==> config.mk <==
export PLATFORM = sky130hd
export DESIGN_NAME = twi_slave_logic
export DESIGN_NICKNAME = d
export VERILOG_FILES = /design/src/rtl/twi_pkg.sv /design/src/rtl/twi_line_filter.sv /design/src/rtl/twi_slave_logic.sv
export SDC_FILE = /design/constraint.sdc
export NUM_CORES = 1
export LEC_CHECK = 0
export BUFFER_PORTS_ARGS = -buffer_cell sky130_fd_sc_hd__buf_2
export CAP_MARGIN = 20
export CORE_UTILIZATION = 51
export DETAILED_ROUTE_END_ITERATION = 12
export PLACE_DENSITY = 0.74
export SYNTH_ARGS = -nofsm -noshare
export SYNTH_HDL_FRONTEND = slang
export SYNTH_SLANG_ARGS = --single-unit
==> constraint.sdc <==
create_clock -name iPlbClk -period 1.7 [get_ports iPlbClk]
set_input_delay 0.34 -clock iPlbClk [delete_from_list [all_inputs] [get_ports iPlbClk]]
set_output_delay 0.34 -clock iPlbClk [all_outputs]
set_load 0.005 [all_outputs]
==> src/rtl/twi_pkg.sv <==
// Shared types and constants for the TWI slave: FSM states, bus field widths
// and the SDA levels that mean ACK and NACK.
package twi_pkg;

    localparam int unsigned AddrW = 7;
    localparam int unsigned DataW = 8;

    localparam logic AckLvl  = 1'b0;
    localparam logic NackLvl = 1'b1;

    typedef enum logic [2:0] {
        StIdle,
        StAddr,
        StAddrAck,
        StRx,
        StRxAck,
        StTx,
        StTxAck,
        StIgnore
    } twiState_e;

endpackage

==> src/rtl/twi_line_filter.sv <==
// One bus line: 2-FF synchronizer, FILTER_LEN-sample glitch filter and registered
// rise/fall pulses that are asserted in the same cycle the filtered level changes.
module twi_line_filter #(
    parameter int unsigned FILTER_LEN = 4
) (
    input  logic iClk,
    input  logic iReset,
    input  logic iLine,
    output logic oLevel,
    output logic oRise,
    output logic oFall
);

    localparam int unsigned CntW = (FILTER_LEN > 1) ? $clog2(FILTER_LEN) : 1;

    logic            sync1Q, sync2Q, levelQ, riseQ, fallQ;
    logic [CntW-1:0] cntQ;

    always_ff @(posedge iClk) begin
        if (iReset) begin
            sync1Q <= 1'b1;
            sync2Q <= 1'b1;
            levelQ <= 1'b1;
            cntQ   <= '0;
            riseQ  <= 1'b0;
            fallQ  <= 1'b0;
        end else begin
            sync1Q <= iLine;
            sync2Q <= sync1Q;
            riseQ  <= 1'b0;
            fallQ  <= 1'b0;
            // cntQ counts consecutive samples that disagree with the filtered level.
            if (sync2Q == levelQ) begin
                cntQ <= '0;
            end else if (cntQ == CntW'(FILTER_LEN - 1)) begin
                cntQ   <= '0;
                levelQ <= sync2Q;
                riseQ  <= sync2Q;
                fallQ  <= ~sync2Q;
            end else begin
                cntQ <= cntQ + 1'b1;
            end
        end
    end

    assign oLevel = levelQ;
    assign oRise  = riseQ;
    assign oFall  = fallQ;

endmodule

==> src/rtl/twi_slave_logic.sv <==
// Byte-level TWI (I2C) slave. Define TWI_SLAVE_GENERAL_CALL_EN to also accept
// general-call writes (address 7'h00, R/W=0).
module twi_slave_logic
    import twi_pkg::*;
#(
    parameter logic [AddrW-1:0] SLAVE_ADDR = 7'h5F,
    parameter int unsigned      FILTER_LEN = 4
) (
    input  logic             iPlbClk,
    input  logic             iPlbReset,
    input  logic             iScl,
    input  logic             iSda,
    output logic             oSda,
    output logic             oStart,
    output logic             oStop,
    output logic [DataW-1:0] oRxData,
    output logic             oRxValid,
    input  logic             iRxAck,
    output logic             oTxReq,
    input  logic [DataW-1:0] iTxData
);

    logic sclLevel, sclRise, sclFall, sdaLevel, sdaRise, sdaFall;

    twi_line_filter #(.FILTER_LEN(FILTER_LEN)) uSclFilter (
        .iClk   (iPlbClk),
        .iReset (iPlbReset),
        .iLine  (iScl),
        .oLevel (sclLevel),
        .oRise  (sclRise),
        .oFall  (sclFall)
    );

    twi_line_filter #(.FILTER_LEN(FILTER_LEN)) uSdaFilter (
        .iClk   (iPlbClk),
        .iReset (iPlbReset),
        .iLine  (iSda),
        .oLevel (sdaLevel),
        .oRise  (sdaRise),
        .oFall  (sdaFall)
    );

    twiState_e        stateQ, stateD;
    logic [2:0]       bitCntQ, bitCntD;
    logic [DataW-1:0] shiftQ, shiftD, txShiftQ, txShiftD, rxDataQ, rxDataD;
    logic             rwQ, rwD, ackQ, ackD, sdaQ, sdaD;
    logic             startQ, startD, stopQ, stopD, rxValidQ, rxValidD;
    logic             txReqQ, txReqD, txLoadQ;
    logic             startDet, stopDet, addrHit;
    logic [DataW-1:0] rxByte;

    assign startDet = sdaFall & sclLevel;
    assign stopDet  = sdaRise & sclLevel;
    assign rxByte   = {shiftQ[DataW-2:0], sdaLevel};

`ifdef TWI_SLAVE_GENERAL_CALL_EN
    assign addrHit = (rxByte[7:1] == SLAVE_ADDR) || (rxByte[7:1] == '0 && !rxByte[0]);
`else
    assign addrHit = (rxByte[7:1] == SLAVE_ADDR);
`endif

    always_ff @(posedge iPlbClk) begin
        if (iPlbReset) begin
            stateQ   <= StIdle;
            bitCntQ  <= '0;
            shiftQ   <= '0;
            txShiftQ <= '0;
            rxDataQ  <= '0;
            rwQ      <= 1'b0;
            ackQ     <= 1'b0;
            sdaQ     <= NackLvl;
            startQ   <= 1'b0;
            stopQ    <= 1'b0;
            rxValidQ <= 1'b0;
            txReqQ   <= 1'b0;
            txLoadQ  <= 1'b0;
        end else begin
            stateQ   <= stateD;
            bitCntQ  <= bitCntD;
            shiftQ   <= shiftD;
            txShiftQ <= txShiftD;
            rxDataQ  <= rxDataD;
            rwQ      <= rwD;
            ackQ     <= ackD;
            sdaQ     <= sdaD;
            startQ   <= startD;
            stopQ    <= stopD;
            rxValidQ <= rxValidD;
            txReqQ   <= txReqD;
            txLoadQ  <= txReqQ;
        end
    end

    always_comb begin
        stateD   = stateQ;
        bitCntD  = bitCntQ;
        shiftD   = shiftQ;
        txShiftD = txShiftQ;
        rxDataD  = rxDataQ;
        rwD      = rwQ;
        ackD     = ackQ;
        sdaD     = sdaQ;
        startD   = 1'b0;
        stopD    = 1'b0;
        rxValidD = 1'b0;
        txReqD   = 1'b0;

        if (txLoadQ) txShiftD = iTxData;
        // iRxAck is taken while oRxValid is visible to the user.
        if (stateQ == StRxAck && rxValidQ) ackD = iRxAck;

        if (startDet) begin
            startD  = 1'b1;
            bitCntD = '0;
            stateD  = StAddr;
        end else if (stopDet) begin
            stopD  = 1'b1;
            sdaD   = NackLvl;
            stateD = StIdle;
        end else if (sclRise) begin
            unique case (stateQ)
                StAddr: begin
                    shiftD  = rxByte;
                    bitCntD = bitCntQ + 3'd1;
                    if (bitCntQ == 3'd7) begin
                        rwD    = rxByte[0];
                        stateD = addrHit ? StAddrAck : StIgnore;
                    end
                end
                StAddrAck: begin
                    bitCntD = '0;
                    if (rwQ) begin
                        txReqD = 1'b1;
                        stateD = StTx;
                    end else begin
                        stateD = StRx;
                    end
                end
                StRx: begin
                    shiftD  = rxByte;
                    bitCntD = bitCntQ + 3'd1;
                    if (bitCntQ == 3'd7) begin
                        rxDataD  = rxByte;
                        rxValidD = 1'b1;
                        stateD   = StRxAck;
                    end
                end
                StRxAck: begin
                    bitCntD = '0;
                    stateD  = ackQ ? StRx : StIgnore;
                end
                StTx: begin
                    txShiftD = {txShiftQ[DataW-2:0], 1'b0};
                    bitCntD  = bitCntQ + 3'd1;
                    if (bitCntQ == 3'd7) stateD = StTxAck;
                end
                StTxAck: begin
                    bitCntD = '0;
                    if (sdaLevel == AckLvl) begin
                        txReqD = 1'b1;
                        stateD = StTx;
                    end else begin
                        stateD = StIgnore;
                    end
                end
                default: ;
            endcase
        end else if (sclFall) begin
            // SDA only moves while SCL is low, one cycle after the filtered fall.
            unique case (stateQ)
                StAddrAck: sdaD = AckLvl;
                StRxAck:   sdaD = ackQ ? AckLvl : NackLvl;
                StTx:      sdaD = txShiftQ[DataW-1];
                default:   sdaD = NackLvl;
            endcase
        end
    end

    assign oSda     = sdaQ;
    assign oStart   = startQ;
    assign oStop    = stopQ;
    assign oRxData  = rxDataQ;
    assign oRxValid = rxValidQ;
    assign oTxReq   = txReqQ;

endmodule

# Yosys cells after proc, flatten, opt, wreduce, memory -nomap -nowiden
# Index checks and enable logic that the tools add are counted.
op_classes:
  add_sub_neg: 3
  n_eq_ne: 19
  n_reduce_logical: 26
  bitwise_logic: 12
  n_mux: 28
op_table:
  columns: ["cell", "count"]
  rows:
  - ["$mux W8", 5]
  - ["$reduce_or A3 Y1", 7]
  - ["$reduce_and A5 Y1", 4]
  - ["$mux W3", 6]
  - ["$pmux W3 S6", 1]
  - ["$eq A3 B3 Y1 const B", 4]
  - ["$mux W1", 12]
  - ["$ne A4 B4 Y1 const B", 3]
  - ["$not A1 Y1", 10]
  - ["$ne A2 B2 Y1 const B", 4]
  - ["$reduce_bool A8 Y1", 1]
  - ["$eq A7 B7 Y1 const B", 1]
  - ["$eq A3 B2 Y1 const B", 2]
  - ["$pmux W3 S2", 1]
  - ["$reduce_and A3 Y1", 2]
  - ["$reduce_bool A6 Y1", 1]
  - ["$reduce_or A5 Y1", 1]
  - ["$add A2 B1 Y2 const B", 2]
  - ["$eq A2 B2 Y1 const B", 2]
  - ["$reduce_and A2 Y1", 2]
  - ["$reduce_and A4 Y1", 1]
  - ["$reduce_bool A2 Y1", 2]
  - ["$reduce_or A2 Y1", 2]
  - ["$reduce_or A4 Y1", 1]
  - ["other kinds (9)", 11]
totals:
  reg_bits: 51
  in_bits: 13
  out_inout_bits: 13

# Logic depth before layout (Yosys ltp)
depth:
  ltp_word: 7
  mapped_depth: 6
  ltp_nobuf: 6

# By module
# From an unflattened synthesis, not the netlist that was laid out.
hier_totals:
  cells_unflattened: 226
  hier_area_um2: 2220.9
modules_own_cells:
  columns: ["module", "cells_each", "area_each_um2", "seq_area_each_um2", "n_inst"]
  rows:
  - ["twi_slave_logic", 192, 1747.9, 740.7, 1]
  - ["twi_line_filter", 17, 236.5, 140.1, 2]

# Worst setup path before layout
# Ideal clock, no wire load.
synth_path:
  kind: "reg-to-reg"
  from: "register bitCntQ[0]"
  to: "register rxDataQ[0], in the netlist oRxData[0]"
  stages_incl_launch_ff: 7
  setup_slack_ps: 72
  required_ps: 1572
  n_path_buf: 0
  arrival_ps: 1500
  setup_ps: 128
  cell_sequence: "dfxtp_1 -> ha_1 -> ha_1 -> nand2_1 -> nor4_4 -> mux2i_1 -> nor2_1"
synth_between:
  elab_chain_cells: 2
synth_lines:
  columns: ["element", "line_no", "text"]
  rows:
  - ["from (decl)", "twi_slave_logic.sv:44", "logic [2:0] bitCntQ, bitCntD;"]
  - ["from (signal assigned)", "twi_slave_logic.sv:79", "bitCntQ <= bitCntD;"]
  - ["$eq A3 B3 Y1", "twi_slave_logic.sv:142", "if (bitCntQ == 3'd7) begin"]
  - ["$reduce_and A5 Y1 (no source line)", null, null]
  - ["to (signal assigned)", "twi_slave_logic.sv:82", "rxDataQ <= rxDataD;"]
  - ["to (decl)", "twi_slave_logic.sv:45", "logic [DataW-1:0] shiftQ, shiftD, txShiftQ, txShiftD, rxDataQ, rxDataD;"]
# No other way between the ends.
# A chain may end at the register's enable or synchronous reset.

# Worst setup path in the final report
layout_path:
  from: "register bitCntQ[0]"
  to: "register rxDataQ[5], in the netlist oRxData[5]"
# Same word-level chain as after synthesis.

==> impl_metrics.json <==
{
  "ir_drop_uv": 608.5,
  "diodes": 0,
  "place_hpwl_um": 2869,
  "remaining_drc_errors": 0,
  "drv_cap": 0,
  "area_growth_pct": 17.05,
  "synth-main-ff-cell": "dfxtp_1",
  "grt_usage": 0.2018,
  "gp_congestion": 0.8725,
  "synthTopCellsByArea": "dfxtp_1 47%, mux2i_1 12%, nor2_1 6.1%, a211oi_1 3.5%, ha_1 2.9%",
  "crit_chain": "ha_4 -> ha_4 -> nand2_2 -> nor4_4 -> buf_12 -> mux2i_2 -> nor2_1",
  "die_w_um": 67.04,
  "dr_total_vias": 1632,
  "crit_slowest_cell": "dfxtp_4",
  "clk_path_buf_depth": 2,
  "power-per-cell-area_nw_per_um2": 782.2,
  "synth_edf_count": 0,
  "period_share": 0.9445,
  "ys_ff_latch": 51,
  "stdcell_count": 300,
  "antenna_found_initial": 0,
  "synth_cell_types": 42,
  "cts_hold_buffers": 0,
  "leakagePower_nw": 0.9814,
  "finalCriticalPeriod_ps": 1606,
  "yosys_warnings": 0,
  "initial_utilization": 0.5354,
  "async_flop_share": 0,
  "design.portCount": 26,
  "slew_violations": 0,
  "ys_seq_area_frac": 0.4733,
  "crit_fanout": 8,
  "wl_per_cell_um": 13.49,
  "finish.net_count": 267,
  "crit_buf_inv": 1,
  "hold_class": "input port to flip-flop",
  "slowest_delay_ps": 370,
  "numCtsBuffers": 5,
  "timing.rr.start": "bitCntQ[0]",
  "drt_wl_total_um": 4046,
  "clock_latency_ps": 310,
  "relSlewSlack": 0.6824,
  "post_cts_buffers": 0,
  "worst_setup_path_start_kind": "flip-flop",
  "cts.clk_slew.worst_paths_ps": 90,
  "viasPerCell": 5.440,
  "drive_gt1_frac": 0.2520,
  "crit_path_end_kind": "flip-flop",
  "overflow": 0,
  "synth_area_sq_um": 2157,
  "place.port_buffers": 25,
  "cpMostUsedCell": "ha_4",
  "fin_hold_ws_ps": 205.4,
  "synth_top_area_share": 0.4733,
  "tns_ps": 0,
  "outcome": "completed",
  "cts_sinks": 51,
  "fmax_mhz": 622.8,
  "synth_fp_nets": 237,
  "cts_tree": "yes",
  "cp.arrival_ps": 1810,
  "avgSynthCellArea_sq_um": 9.850,
  "core_sq_um": 4029,
  "rsz0062_at_grt": "false",
  "worstSetupPathType": "flip-flop to flip-flop",
  "num_rows": 23,
  "cp-startpoint": "bitCntQ[0]",
  "synth_top_area_cell": "dfxtp_1",
  "firstDrtPassIters": 4,
  "yosysMostFrequentCell": "dfxtp_1",
  "synthCells": 219,
  "drt-initial-drc-count": 90,
  "synthTopCellsByCount": "51 x dfxtp_1, 35 x nor2_1, 26 x mux2i_1",
  "grt_start_max_net_pins": 21,
  "setup_viol": 0,
  "placedCellCount": 292,
  "finalPower_mw": 1.975,
  "drtAntennaViolNets": 0,
  "first_global_vias": 1437,
  "cp_top_family": "simple AND/OR/NAND/NOR gates",
  "die_h_um": 67.04,
  "cp.required_ps": 1910,
  "grt_pass1_wl_um": 6686,
  "root_buffer": "clkbuf_8",
  "cts.htree.levels": 2,
  "tightest_slew_ps": 475.8,
  "worstHoldStart": "iScl",
  "dieArea_sq_um": 4494,
  "fin_skew_ps": 6.850,
  "hold_viol_final": 0
}
[layer usage]
layer | track usage | wire length, um | vias up
met4 | 0.1064 | 80 | 0
met2 | 0.2925 | 1803 | 33
met3 | 0.04623 | 150 | 7
li1 | - | - | 837
met5 | 0 | 0 | -
met1 | 0.2739 | 2011 | 755
[final cells by class]
cell class | instances | area (sq um)
clock buffer | 7 | 86.33
clock inverter | 1 | 8.758
fill | 351 | 1504
inverter | 4 | 15.01
multi-input combinational | 150 | 1097
sequential | 51 | 1027
tap | 50 | 62.56
timing repair buffer | 37 | 227.7
[sequential cells by signal (all words and copies together), names as in the netlist, 2 cells and up]
name,count
bitCntQ,3
shiftQ,7
uSclFilter.cntQ,2
stateQ,3
txShiftQ,8
oRxData,8
uSdaFilter.cntQ,2
[what timing repair did]
item | in CTS | in global routing
gates resized for setup | 1 | 14
pin swaps | 0 | 1
gates cloned | 0 | 0
setup endpoints to repair | 1 | 10
[layout by cell type (no fill, tap or decap), types with 2 or more instances in the layout]
master    count
nor2b_1       6
dfxtp_2       2
nor4bb_1      4
a211o_1       3
a221oi_1      2
or2_2         4
inv_1         4
xnor2_1       2
ha_1          3
buf_2        25
a211oi_1     10
nand2b_1      6
a32oi_1       2
o21ai_0       4
nand4_1       2
a21oi_1       4
and4b_1       2
mux2i_1      25
nand2_2       2
or3_1         3
dfxtp_1      48
nand3b_1      2
nand2_1       7
clkbuf_8      6
ha_4          2
buf_4        11
nor2_1       35
[final timing paths]
| path | to | slack [ps] | cells past startpoint |
|---|---|---|---|
| min reg2reg | uSdaFilter.sync2Q | 420 | 1 |
| max | oRxData[5] | 90 | 7 |
| max reg2reg | oRxData[5] | 90 | 7 |
| min | uSclFilter.sync1Q | 210 | 2 |
[stage by stage]
step	instance area (sq um)	setup slack (ps)	utilization
finish	2525	94.40	0.6267
global route	2525	28.37	0.6267
CTS	2474	14.58	0.6140
detailed placement	2377	-48.01	0.5901
global placement	2377	-65.06	0.5901
floorplan	2157	71.94	-
[cell families after synthesis]
logic type,after synthesis,share of synthesized area
AOI/OAI and AO/OA,36,0.1247
muxes,26,0.1206
xor gates and xnor gates,2,0.008122
adders and majority gates,5,0.02900
and+or+nand+nor,81,0.2048
buffers and inverters,18,0.03944
DFF,51,0.4733
[where the power goes]
| part | leakage (nW) | switching, mW | total (mW) | internal [mW] |
|---|---|---|---|---|
| Combinational | 0.519 | 0.0261 | 0.0470 | 0.0210 |
| Clock | 0.0484 | 0.393 | 0.727 | 0.334 |
| Sequential | 0.414 | 0.00351 | 1.20 | 1.20 |
| Total | 0.981 | 0.423 | 1.98 | 1.55 |
No activity file was read; power rests on OpenSTA's default activity.
